<file path="src/rtl/decoder_scan_driver.sv">
// N-to-2^N one-hot row decoder with registered outputs and a self-sequencing row scanner.
// Define ROW_MASK_EN to add the row_mask port that lets SCAN mode skip rows.
module decoder_scan_driver #(
    parameter int N     = 3,
    parameter int DWELL = 1000,
    parameter int BLANK = 2,
    localparam int OUTS = 2**N
) (
    input  logic            clk,
    input  logic            rst_n,
    input  logic            ena,
    input  logic            mode,
    input  logic [N-1:0]    sel,
`ifdef ROW_MASK_EN
    input  logic [OUTS-1:0] row_mask,
`endif
    output logic [OUTS-1:0] out,
    output logic [N-1:0]    idx,
    output logic            row_start,
    output logic            frame_done
);
    localparam int MAXV = (DWELL > BLANK) ? DWELL : BLANK;
    localparam int CW   = $clog2(MAXV + 1);
    localparam logic [CW-1:0] DW1 = CW'(DWELL - 1);
    localparam logic [CW-1:0] BL1 = CW'((BLANK > 0) ? BLANK - 1 : 0);

    typedef enum logic [1:0] {IDLE, ON, GAP} state_t;

    state_t          state;
    logic [CW-1:0]   cnt;
    logic [OUTS-1:0] rmask;
    logic [N-1:0]    nrow;
    logic            last_row;

`ifdef ROW_MASK_EN
    assign rmask = row_mask;
`else
    assign rmask = '1;
`endif

    function automatic logic [OUTS-1:0] onehot(input logic [N-1:0] i);
        logic [OUTS-1:0] v;
        v    = '0;
        v[i] = 1'b1;
        return v;
    endfunction

    // Nearest set mask bit above cur, wrapping; returns cur when it is the only one.
    function automatic logic [N-1:0] next_row(input logic [N-1:0] cur, input logic [OUTS-1:0] m);
        logic [N-1:0] r, j;
        r = cur;
        for (int k = OUTS - 1; k >= 1; k--) begin
            j = cur + N'(k);
            if (m[j]) r = j;
        end
        return r;
    endfunction

    // Starting from all-ones makes the wrap land on the lowest enabled row.
    assign nrow     = (state == IDLE) ? next_row({N{1'b1}}, rmask) : next_row(idx, rmask);
    assign last_row = ((rmask >> idx) >> 1) == '0;

    always_ff @(posedge clk or negedge rst_n) begin
        if (!rst_n) begin
            out        <= '0;
            idx        <= '0;
            row_start  <= 1'b0;
            frame_done <= 1'b0;
            state      <= IDLE;
            cnt        <= '0;
        end else begin
            row_start  <= 1'b0;
            frame_done <= 1'b0;
            if (!ena) begin
                out   <= '0;
                state <= IDLE;
                cnt   <= '0;
            end else if (!mode) begin
                out       <= onehot(sel);
                idx       <= sel;
                row_start <= (sel != idx) || (out == '0);
                state     <= IDLE;
                cnt       <= '0;
            end else begin
                if (state == ON && cnt == '0)
                    frame_done <= last_row;
                if (state == IDLE || (cnt == '0 && (state == GAP || BLANK == 0))) begin
                    if (rmask == '0) begin
                        state <= IDLE;
                        out   <= '0;
                        cnt   <= '0;
                    end else begin
                        state     <= ON;
                        idx       <= nrow;
                        out       <= onehot(nrow);
                        row_start <= 1'b1;
                        cnt       <= DW1;
                    end
                end else if (cnt == '0) begin
                    state <= GAP;
                    out   <= '0;
                    cnt   <= BL1;
                end else begin
                    cnt <= cnt - CW'(1);
                end
            end
        end
    end
endmodule
</file>
<file path="config.mk">
export PLATFORM = sky130hd
export DESIGN_NAME = decoder_scan_driver
export DESIGN_NICKNAME = d
export VERILOG_FILES = /design/src/rtl/decoder_scan_driver.sv
export SDC_FILE = /design/constraint.sdc
export NUM_CORES = 1
export LEC_CHECK = 0
export BUFFER_PORTS_ARGS = -buffer_cell sky130_fd_sc_hd__buf_2
export CORE_UTILIZATION = 45
export CTS_BUF_LIST = sky130_fd_sc_hd__clkbuf_2
export DETAILED_ROUTE_END_ITERATION = 12
export PLACE_DENSITY = 0.69
export RECOVER_POWER = 50
export SYNTH_ARGS = -nofsm -noshare
export SYNTH_HDL_FRONTEND = slang
export SYNTH_SLANG_ARGS = --single-unit
</file>
<file path="constraint.sdc">
create_clock -name clk -period 2.44 [get_ports clk]
set_clock_uncertainty 0.05 [all_clocks]
set_input_delay 0.244 -clock clk [delete_from_list [all_inputs] [get_ports clk]]
set_output_delay 0.244 -clock clk [all_outputs]
set_load 0.02 [all_outputs]
</file>
======== After elaboration in Yosys (flattened, before gate mapping) ========
Memory sizes are Yosys's and may differ from the RTL's.
Index checks and enable logic that the tools add are counted.
storage, ports and cells
  memories kept ........................... 7
  input bits .............................. 7
  output and inout bits ................... 13
  memory bits (writable) .................. 0
  word-level logic and storage cells ...... 88
  register bits after elaboration ......... 25
  ROM bits ................................ 56
  bits in latches ......................... 0
memories
  memory            words  bits a word  rd ports  clocked after Yosys merged registers in  wr ports  RTL line  source
  (name not given)  8      1            1         0                                        0         54        if (m[j]) r = j;
  (name not given)  8      1            1         0                                        0         54
  (name not given)  8      1            1         0                                        0         54
  (name not given)  8      1            1         0                                        0         54
  (name not given)  8      1            1         0                                        0         54
  (name not given)  8      1            1         0                                        0         54
  1 more memories   n/a    n/a          n/a       n/a                                      n/a       n/a
operators by class
  bitwise gates (word level) .............. 0
  multipliers ............................. 0
  muxes and demuxes ....................... 39
  $lt $le $gt $ge ......................... 11
  equal/unequal tests ..................... 5
  reduce and logical (&&, ||, !) cells .... 11
  add/subtract/negate cells ............... 8
  shift operators ......................... 1
  div/mod/pow operators ................... 0
operators with widths
  cell                                                        count
  two-way mux 10 bit                                          4
  less-than comparator 3 x 4 -> 1 bit, second input constant  9
  two-way mux 8 bit                                           4
  two-way mux 3 bit                                           10
  logical NOT 8 bit                                           2
  two-way mux 1 bit                                           15
  adder 3 bit, second input constant                          4
  logical NOT 10 bit                                          1
  subtractor 10 x 1 -> 10 bit, second input constant          1
  two-way mux 2 bit                                           4
  >> shifter 8 x 3 -> 8 bit, first input constant             1
  adder 3 x 2 -> 3 bit, second input constant                 2
  demux 1 bit (select 3 bit)                                  2
  >= comparator 3 x 1 -> 1 bit, second input constant         2
  logical AND 1 bit                                           4
  != test 4 x 2 -> 1 bit, second input constant               1
  adder 3 x 1 -> 3 bit, second input constant                 1
  != test 3 bit                                               1
  == test 2 x 1 -> 1 bit, second input constant               1
  == test 2 bit, second input constant                        1
  logical NOT 2 bit                                           1
  logical OR 1 bit                                            2
  != test 2 x 1 -> 1 bit, second input constant               1
  AND reduction 2 bit                                         1

======== Logic depth before layout (Yosys ltp) ========
Gate-level depths: netlist (run 1).
  depth after elaboration ................. 18
  gate-level depth with buffers ........... 7
  mapped depth without buffers ............ 7

======== Least setup slack after synthesis (run 1) ========
No wires, ideal clock.
  kind .................................... register to register
  start point ............................. reg idx[0]
  end point ............................... reg frame_done
  clock period less this slack ............ 1.898 ns
  path buffers ............................ 0
  arrival time ............................ 1.753 ns
  cell stages (with the launch flop) ...... 6
  path slack .............................. 0.542 ns
  data required time ...................... 2.295 ns
  library setup time ...................... 0.095 ns
  cell sequence ........................... dfrtp_1 ha_1 inv_1 ha_1 or4b_2 nor4_4
on the way
  word-level cells in the longest chain between the ends .. 5
RTL lines
  what                       RTL line  source
  from (decl)                18        output logic [N-1:0] idx,
  from (signal assigned)     80        idx <= sel;
  from (signal assigned)     94        idx <= nrow;
  >> shifter 8 x 3 -> 8 bit  61        assign last_row = ((rmask >> idx) >> 1) == '0;
  logical NOT 8 bit          61
  two-way mux 1 bit          85        if (state == ON && cnt == '0)
  two-way mux 1 bit          78        end else if (!mode) begin
  two-way mux 1 bit          74        if (!ena) begin
  to (signal assigned)       86        frame_done <= last_row;
  to (decl)                  20        output logic frame_done
No other way between the ends.
A chain may end at the register's enable or synchronous reset.

======== Final worst setup path (run 1) ========
  start point ............................. reg idx[0]
  end point ............................... reg out[4]
on the way
  word-level cells in the longest chain between the ends .. 18
  elaborated cells between the ends (all ways) .. 37
  classes of those cells .................. add/sub (7); order compare (2); mux (20); reduce/logical (1); memory (7)
RTL lines
  what                                                                                                              RTL line  source
  adder 3 bit                                                                                                       53        j = cur + N'(k);
  memory read (8 x 1 bit)                                                                                           n/a
  two-way mux 1 bit (not written as such)                                                                           54
  two-way mux 3 bit (6 in series)                                                                                   54
  two-way mux 3 bit (*)                                                                                             54
  two-way mux 3 bit (*)                                                                                             60        assign nrow = (state == IDLE) ? next_row({N{1'b1}}, rmask) : next_row(idx, rmask);
  less-than comparator 3 x 4 -> 1 bit (not written as such) / >= comparator 3 x 1 -> 1 bit (equally long branches)  44        v[i] = 1'b1;
  logical AND 1 bit (not written as such)                                                                           44
  two-way mux 1 bit (not written as such)                                                                           44
  demux 1 bit (select 3 bit) (*)                                                                                    44
  two-way mux 8 bit (*)                                                                                             87        if (state == IDLE || (cnt == '0 && (state == GAP || BLANK == 0))) begin
  two-way mux 8 bit (*)                                                                                             78
  two-way mux 8 bit (*)                                                                                             74
  to (signal assigned)                                                                                              79        out <= onehot(sel);
  to (signal assigned)                                                                                              95        out <= onehot(nrow);
  to (decl)                                                                                                         17        output logic [OUTS-1:0] out,
Mark *: on every way between the ends. The rest lies on a longest branch, timed or not. The select of a mux whose other input is x is not followed.

==> results of run 1 <==
## cell usage in the layout (no fill, tap or decap), types with 2 or more instances in the layout
master                      Yosys  layout
sky130_fd_sc_hd__ha_1           6       6
sky130_fd_sc_hd__a21oi_1        7       7
sky130_fd_sc_hd__buf_2          2      12
sky130_fd_sc_hd__clkbuf_1       3       7
sky130_fd_sc_hd__nor2_1         6       6
sky130_fd_sc_hd__nand2_1       10      10
sky130_fd_sc_hd__nor4_4         2       2
sky130_fd_sc_hd__a221oi_1       2       2
sky130_fd_sc_hd__o21ai_1        9       9
sky130_fd_sc_hd__o2bb2ai_1      3       3
sky130_fd_sc_hd__dfrtp_1       25      25
sky130_fd_sc_hd__a211oi_1       2       2
sky130_fd_sc_hd__xnor2_1        3       3
sky130_fd_sc_hd__inv_1          9       9
sky130_fd_sc_hd__nor2b_1        3       3
sky130_fd_sc_hd__nand3b_1       2       2
sky130_fd_sc_hd__nor4_1         3       3
sky130_fd_sc_hd__xor2_1         7       7
sky130_fd_sc_hd__clkbuf_2       1       4
sky130_fd_sc_hd__nand4_1        3       3
sky130_fd_sc_hd__nand3_1        5       5
sky130_fd_sc_hd__nor3_1         2       2
sky130_fd_sc_hd__a31oi_1        8       8
sky130_fd_sc_hd__and2_1         3       3
sky130_fd_sc_hd__o31ai_1        3       3
## cells in the mapped netlist (all sizes together), types with 2 or more instances
cell type,number
clkbuf,4
buf,3
nand3b,2
a221oi,2
nand3,6
xnor2,3
a31oi,8
nor2,6
dfrtp,25
xor2,7
o31ai,3
nor4,5
a211oi,2
o2bb2ai,3
o21ai,10
inv,9
ha,6
a21oi,7
and2,3
nand2,11
nor3,3
nand4,3
nor2b,3
## metrics by stage
stage | hold slack (ps) | setup slack, ps | std cells
floorplan | -102 | 542 | 148
global placement | 215 | 642 | 205
detailed placement | 224 | 550 | 205
CTS | 104 | 495 | 210
global route | 101 | 330 | 210
finish | 139 | 453 | 210
## sequential cells by signal, indices dropped and copies added, names as in the netlist
signal      count
cnt            10
out             8
idx             3
state           2
frame_done      1
row_start       1
## critical path: stages (launching register included)
cell and delay (ps):
sky130_fd_sc_hd__dfrtp_1 510, sky130_fd_sc_hd__ha_1 230, sky130_fd_sc_hd__inv_1 50, sky130_fd_sc_hd__ha_1 370, sky130_fd_sc_hd__inv_1 120, sky130_fd_sc_hd__nor4_1 300, sky130_fd_sc_hd__a31oi_1 80, sky130_fd_sc_hd__o2bb2ai_1 180
## power by group through the flow
stage	Combinational, mW	Clock, mW	Sequential [mW]
floorplan	0.206	0	0.518
CTS	0.301	0.176	0.498
global placement	0.293	0	0.501
detailed placement	0.298	0	0.505
global route	0.338	0.196	0.504
finish	0.300	0.162	0.498
## metal layers
layer,track usage (%),share of wire (%),vias to the layer above
li1,-,-,574
met1,29.6,48,560
met2,32.5,47,37
met3,4.62,4.6,2
met4,3.74,0.26,0
met5,0,0,-
## cell type report
cell class / count / share of cell area (%)
sequential: 25 / 39.2
inverter: 9 / 2.12
tap: 44 / 3.45
clock buffer: 4 / 1.25
timing repair buffer: 21 / 6.51
multi-input combinational: 107 / 47.5
## cell families (layout without fill, tap and decap cells)
logic type      Yosys count  in the layout  share of synthesized area (%)
simple gates             52             52                           23.8
compound gates           39             39                           17.1
flops                    25             25                           43.0
buf+inv                  16             34                           4.90
xor+xnor                 10             10                           6.02
fa+ha+maj                 6              6                           5.16
## path summary, 6_finish.rpt
check | from | endpoint | cells after the start
max in group asynchronous | rst_n | cnt[9] | 2
max | idx[0] | out[4] | 7
min reg2reg | out[6] | out[6] | 1
min | ena | out[3] | 3
min in group asynchronous | rst_n | idx[2] | 2
max reg2reg | idx[0] | out[4] | 7
==> reports/summary.txt, run 1 <==
Status -> complete, no violations
Utilization of the core after routing -> 52.3%
Pwr Total -> 0.960 mW
Detailed Routing Iterations Pass 1 -> 4
Share of the synthesized area in the top cell type -> 43.0%
Sequential area share after synthesis -> 43.0%
Post-Synthesis Net Count -> 161
Die W -> 58.8 microns
Footprint of the multi-input gates -> 757 sq um
Area contributors post-synth -> sky130_fd_sc_hd__dfrtp_1 43%, sky130_fd_sc_hd__ha_1 5.2%, sky130_fd_sc_hd__xor2_1 4.2%, sky130_fd_sc_hd__a31oi_1 3.4%, sky130_fd_sc_hd__o21ai_1 3.1%
Number of violations reported at the end of detailed-routing iteration 0 -> 59
Post-synthesis register bit count -> 25
Post-CTS Setup Inserts -> 0
Crit path launch type -> flip-flop
Number of placed I/O pins -> 20
Max Buffers Root-to-Sink -> 2
Count of final setup violators -> 0
Fill cell instance count of the final layout -> 310
Number of endpoints with negative hold slack in the final report -> 0
Total of hold buffers inserted after clock tree synthesis -> 1
Clock latency reported for the late side of the worst-skew pair -> 350 ps
Detailed Place HPWL -> 2300 microns
Level count of the clock H-tree -> 1
Proportion of power drawn by the clock network -> 16.9%
Number of global-route vias before repair -> 1138
DRC Markers -> 0
Top cell type by total area after synthesis -> sky130_fd_sc_hd__dfrtp_1
Switching share of power -> 37.1%
Net switching power of the design -> 0.356 mW
Pin count of the biggest net entering global routing -> 26
# nets final -> 180
Sequential cell area -> 626 sq um
Total Wirelength -> 3090 microns
Y dimension of the die -> 58.8 microns
Total number of yosys warnings -> 0
Weighted congestion reported at the end of routability-driven placement -> 0.956
Area of the mapped netlist -> 1450 sq um
Initial Utilization -> 47.6%
Final cell area excluding filler cells -> 1600 sq um
Sinks on Clock Net -> 25
Critical path class -> flip-flop to flip-flop
Async SR Flop Fraction -> 100%
Maximum VDD drop -> 0.000335 V
Post-route fraction of the period consumed by the critical path -> 81.4%
Portion of total power attributed to sequential cells -> 51.8%
Worst EP required -> 2650 ps
Combinational fraction of design power -> 31.3%
TritonCTS clock tree -> built
Number of standard-cell rows in the floorplan -> 20
Data arrival, critical path -> 2200 ps
Clk root buf -> sky130_fd_sc_hd__clkbuf_2
Final count of pins violating max slew -> 0
Area of the die -> 3460 sq um
Cell area after placement -> 1570 sq um
Ratio of cells with drive above 1 in the final layout -> 13.9%
Leakage power total -> 0.723 nW
Relative max-transition margin -> 8.12%
Total GRT Usage -> 20.7%
Aggregate global routing overflow -> 0
RSZ-0062 raised after global routing -> no
Setup slack of the worst register-to-register path -> 450 ps
Number of buffers added on ports -> 19
Post-CTS sizing -> 0
Slew of the pin with the lowest slew margin -> 1380 ps
Max FO, Critical Path -> 6
Count of vias placed by the detailed router -> 1173
Total power divided by cell area -> 602 nW/um^2
Number of CTS-inserted buffers -> 3
Prevailing post-synth register cell -> sky130_fd_sc_hd__dfrtp_1
Post-synthesis cell count -> 148
Setup TNS -> 0 ps
Synthesis-to-layout area growth -> 9.72%
Remaining antenna violation count after routing -> 0
Detail-routed via count per cell -> 5.59
Post-CTS clock slew at the launch and capture registers of the worst setup and hold paths -> 240 ps
Netlist cell types -> 44
Max-capacitance violation count -> 0
Shortest period the worst path allows -> 1990 ps
Core ar. -> 3050 sq um
Antenna violations before repair -> 0
First-pass GRT wire length -> 5430 microns
Worst hold path class -> input port to flip-flop
Average size of a mapped cell -> 9.82 sq um
Worst setup EP type -> flip-flop
Routed length per placed instance -> 14.7 microns
Max frequency -> 0.503 GHz
EDFF count, synth -> 0
Internal power -> 0.604 mW
Antenna cell count -> 0
(Power assumes the default switching activity.)
==> inputs of run 2 (changes only) <==
- PLACE_DENSITY: 0.69 -> 0.71
- clock period: 2.44 -> 1.7 ns (I/O delays scaled with it)
==> reports/summary.txt, run 2 (synthesis results as in run 1) <==
DRC Markers -> 0
Pin count of the biggest net entering global routing -> 26
Registers with the most flip-flops -> cnt x10, out x8, idx x3
Post-place setup slack -> -21.0 ps
Number of CTS-inserted buffers -> 3
Status -> complete, but fails checks
Number of standard-cell rows in the floorplan -> 20
Total power divided by cell area -> 834 nW/um^2
Total GRT Usage -> 22.0%
Placed cell count -> 214
TritonCTS clock tree -> built
Number of buffers added on ports -> 19
Relative max-transition margin -> 59.2%
CP max stage cell -> sky130_fd_sc_hd__dfrtp_1
Area of the die -> 3460 sq um
Final cell area excluding filler cells -> 1940 sq um
Critical Path, Cell by Cell -> nor4_4, buf_4, nand3_4, a211o_4, o21ai_1
Die W -> 58.8 microns
Aggregate global routing overflow -> 0
First-pass GRT wire length -> 5710 microns
Violated checks -> setup timing
Shortest period the worst path allows -> 1720 ps
Max frequency -> 0.583 GHz
Synthesis-to-layout area growth -> 33.5%
Number of violations reported at the end of detailed-routing iteration 0 -> 77
# nets final -> 204
Y dimension of the die -> 58.8 microns
Post-route fraction of the period consumed by the critical path -> 101%
Detailed Routing Iterations Pass 1 -> 4
Smallest setup slack after layout -> -15.5 ps
Max Buffers Root-to-Sink -> 2
Register bank with the most flops -> cnt
Count of final setup violators -> 4
Crit path launch type -> flip-flop
Slew of the pin with the lowest slew margin -> 612 ps
Ratio of cells with drive above 1 in the final layout -> 42.1%
Worst hold path class -> input port to flip-flop
Pwr Total -> 1.62 mW
Count of vias placed by the detailed router -> 1352
Initial Utilization -> 47.6%
Leakage power total -> 0.890 nW
Detailed Place HPWL -> 2530 microns
Critical path class -> flip-flop to flip-flop
Number of endpoints with negative hold slack in the final report -> 0
Fill cell instance count of the final layout -> 269
Number of flip-flops in the largest register -> 10
RSZ-0062 raised after global routing -> yes
Final count of pins violating max slew -> 0
Max FO, Critical Path -> 8
Clk root buf -> sky130_fd_sc_hd__clkbuf_2
Final hold slack -> 54.7 ps
Utilization of the core after routing -> 63.6%
Setup TNS -> -53.7 ps
Core ar. -> 3050 sq um
Antenna violations before repair -> 0
Crit-path max cell delay -> 460 ps
Remaining antenna violation count after routing -> 0
Level count of the clock H-tree -> 1
Sinks on Clock Net -> 25
Most frequent cells in the layout -> 24 x sky130_fd_sc_hd__buf_4, 23 x sky130_fd_sc_hd__dfrtp_1, 19 x sky130_fd_sc_hd__buf_2
Detail-routed via count per cell -> 5.78
Antenna cell count -> 0
Weighted congestion reported at the end of routability-driven placement -> 0.928
Sequential cell area -> 628 sq um
Cell area after placement -> 1670 sq um
Most frequent standard cell in the layout excluding fill and tap cells -> sky130_fd_sc_hd__buf_4
Routed length per placed instance -> 15.8 microns
Total Wirelength -> 3690 microns
Maximum VDD drop -> 0.000713 V
Data arrival, critical path -> 1970 ps
Number of placed I/O pins -> 20
Number of global-route vias before repair -> 1230
Post-CTS clock slew at the launch and capture registers of the worst setup and hold paths -> 240 ps
Worst EP required -> 1950 ps
Footprint of the multi-input gates -> 911 sq um
Filler-free cell count of the finished design -> 234
Max-capacitance violation count -> 0
Clock latency reported for the late side of the worst-skew pair -> 350 ps
Worst setup EP type -> flip-flop
==> run 2: cell types whose count changed in the layout (fill, tap and decap cells not counted), sizes merged <==
cell      previous run  this run
buf                 13        43
clkbuf              11         4
clkinvlp             0         1
==> run 2: layout make-up <==
| cell class | count | area share [%] |
|---|---|---|
| Timing Repair Buffer | 45 | 15.0 |
| Multi-Input combinational cell | 107 | 46.9 |
| Clock buffer | 3 | 0.774 |
| Tap cell | 44 | 2.84 |
| Clock inverter | 1 | 0.387 |
| Inverter | 9 | 1.74 |
| Sequential cell | 25 | 32.4 |
==> run 2: path summary, 6_finish.rpt <==
check,start,end,slack (ps),cells after the start
worst max-delay path,cnt[5],cnt[2],-20,5
worst min-delay path,ena,out[3],50,3
worst max register to register,cnt[5],cnt[2],-20,5
worst min register to register,out[0],out[0],500,1
max in group asynchronous,rst_n,idx[0],910,2
min in group asynchronous,rst_n,state[0],260,2
==> run 2: metal layers <==
metal	vias up	share of wire, %	global-route usage (%)
li1	630	-	-
met1	672	44	27.4
met2	44	51	37.7
met3	6	4.7	6.59
met4	0	1.2	5.10
met5	-	0	0
==> run 2: repair_timing <==
action                                 in CTS  in global routing
setup endpoints to repair                  14                 23
setup buffers                               5                  9
hold buffers                                1                  0
pin swaps                                   1                 10
gates cloned                                0                  1
resized for setup                           2                 27
endpoints found under the hold margin      25                  0
==> run 2: critical path, delay by kind of cell, from the launching register on <==
family	cells	cell delay (ps)
AOI/OAI and AO/OA	2	490
DFF	1	460
and+or+nand+nor	2	450
buffers and inverters	1	200
==> run 2: report_power, final <==
group	internal (mW)	leakage [nW]	switching (mW)	total, mW
combinational	0.299	0.551	0.369	0.669
clock	0.0546	0.0126	0.185	0.240
sequential	0.648	0.326	0.0615	0.710
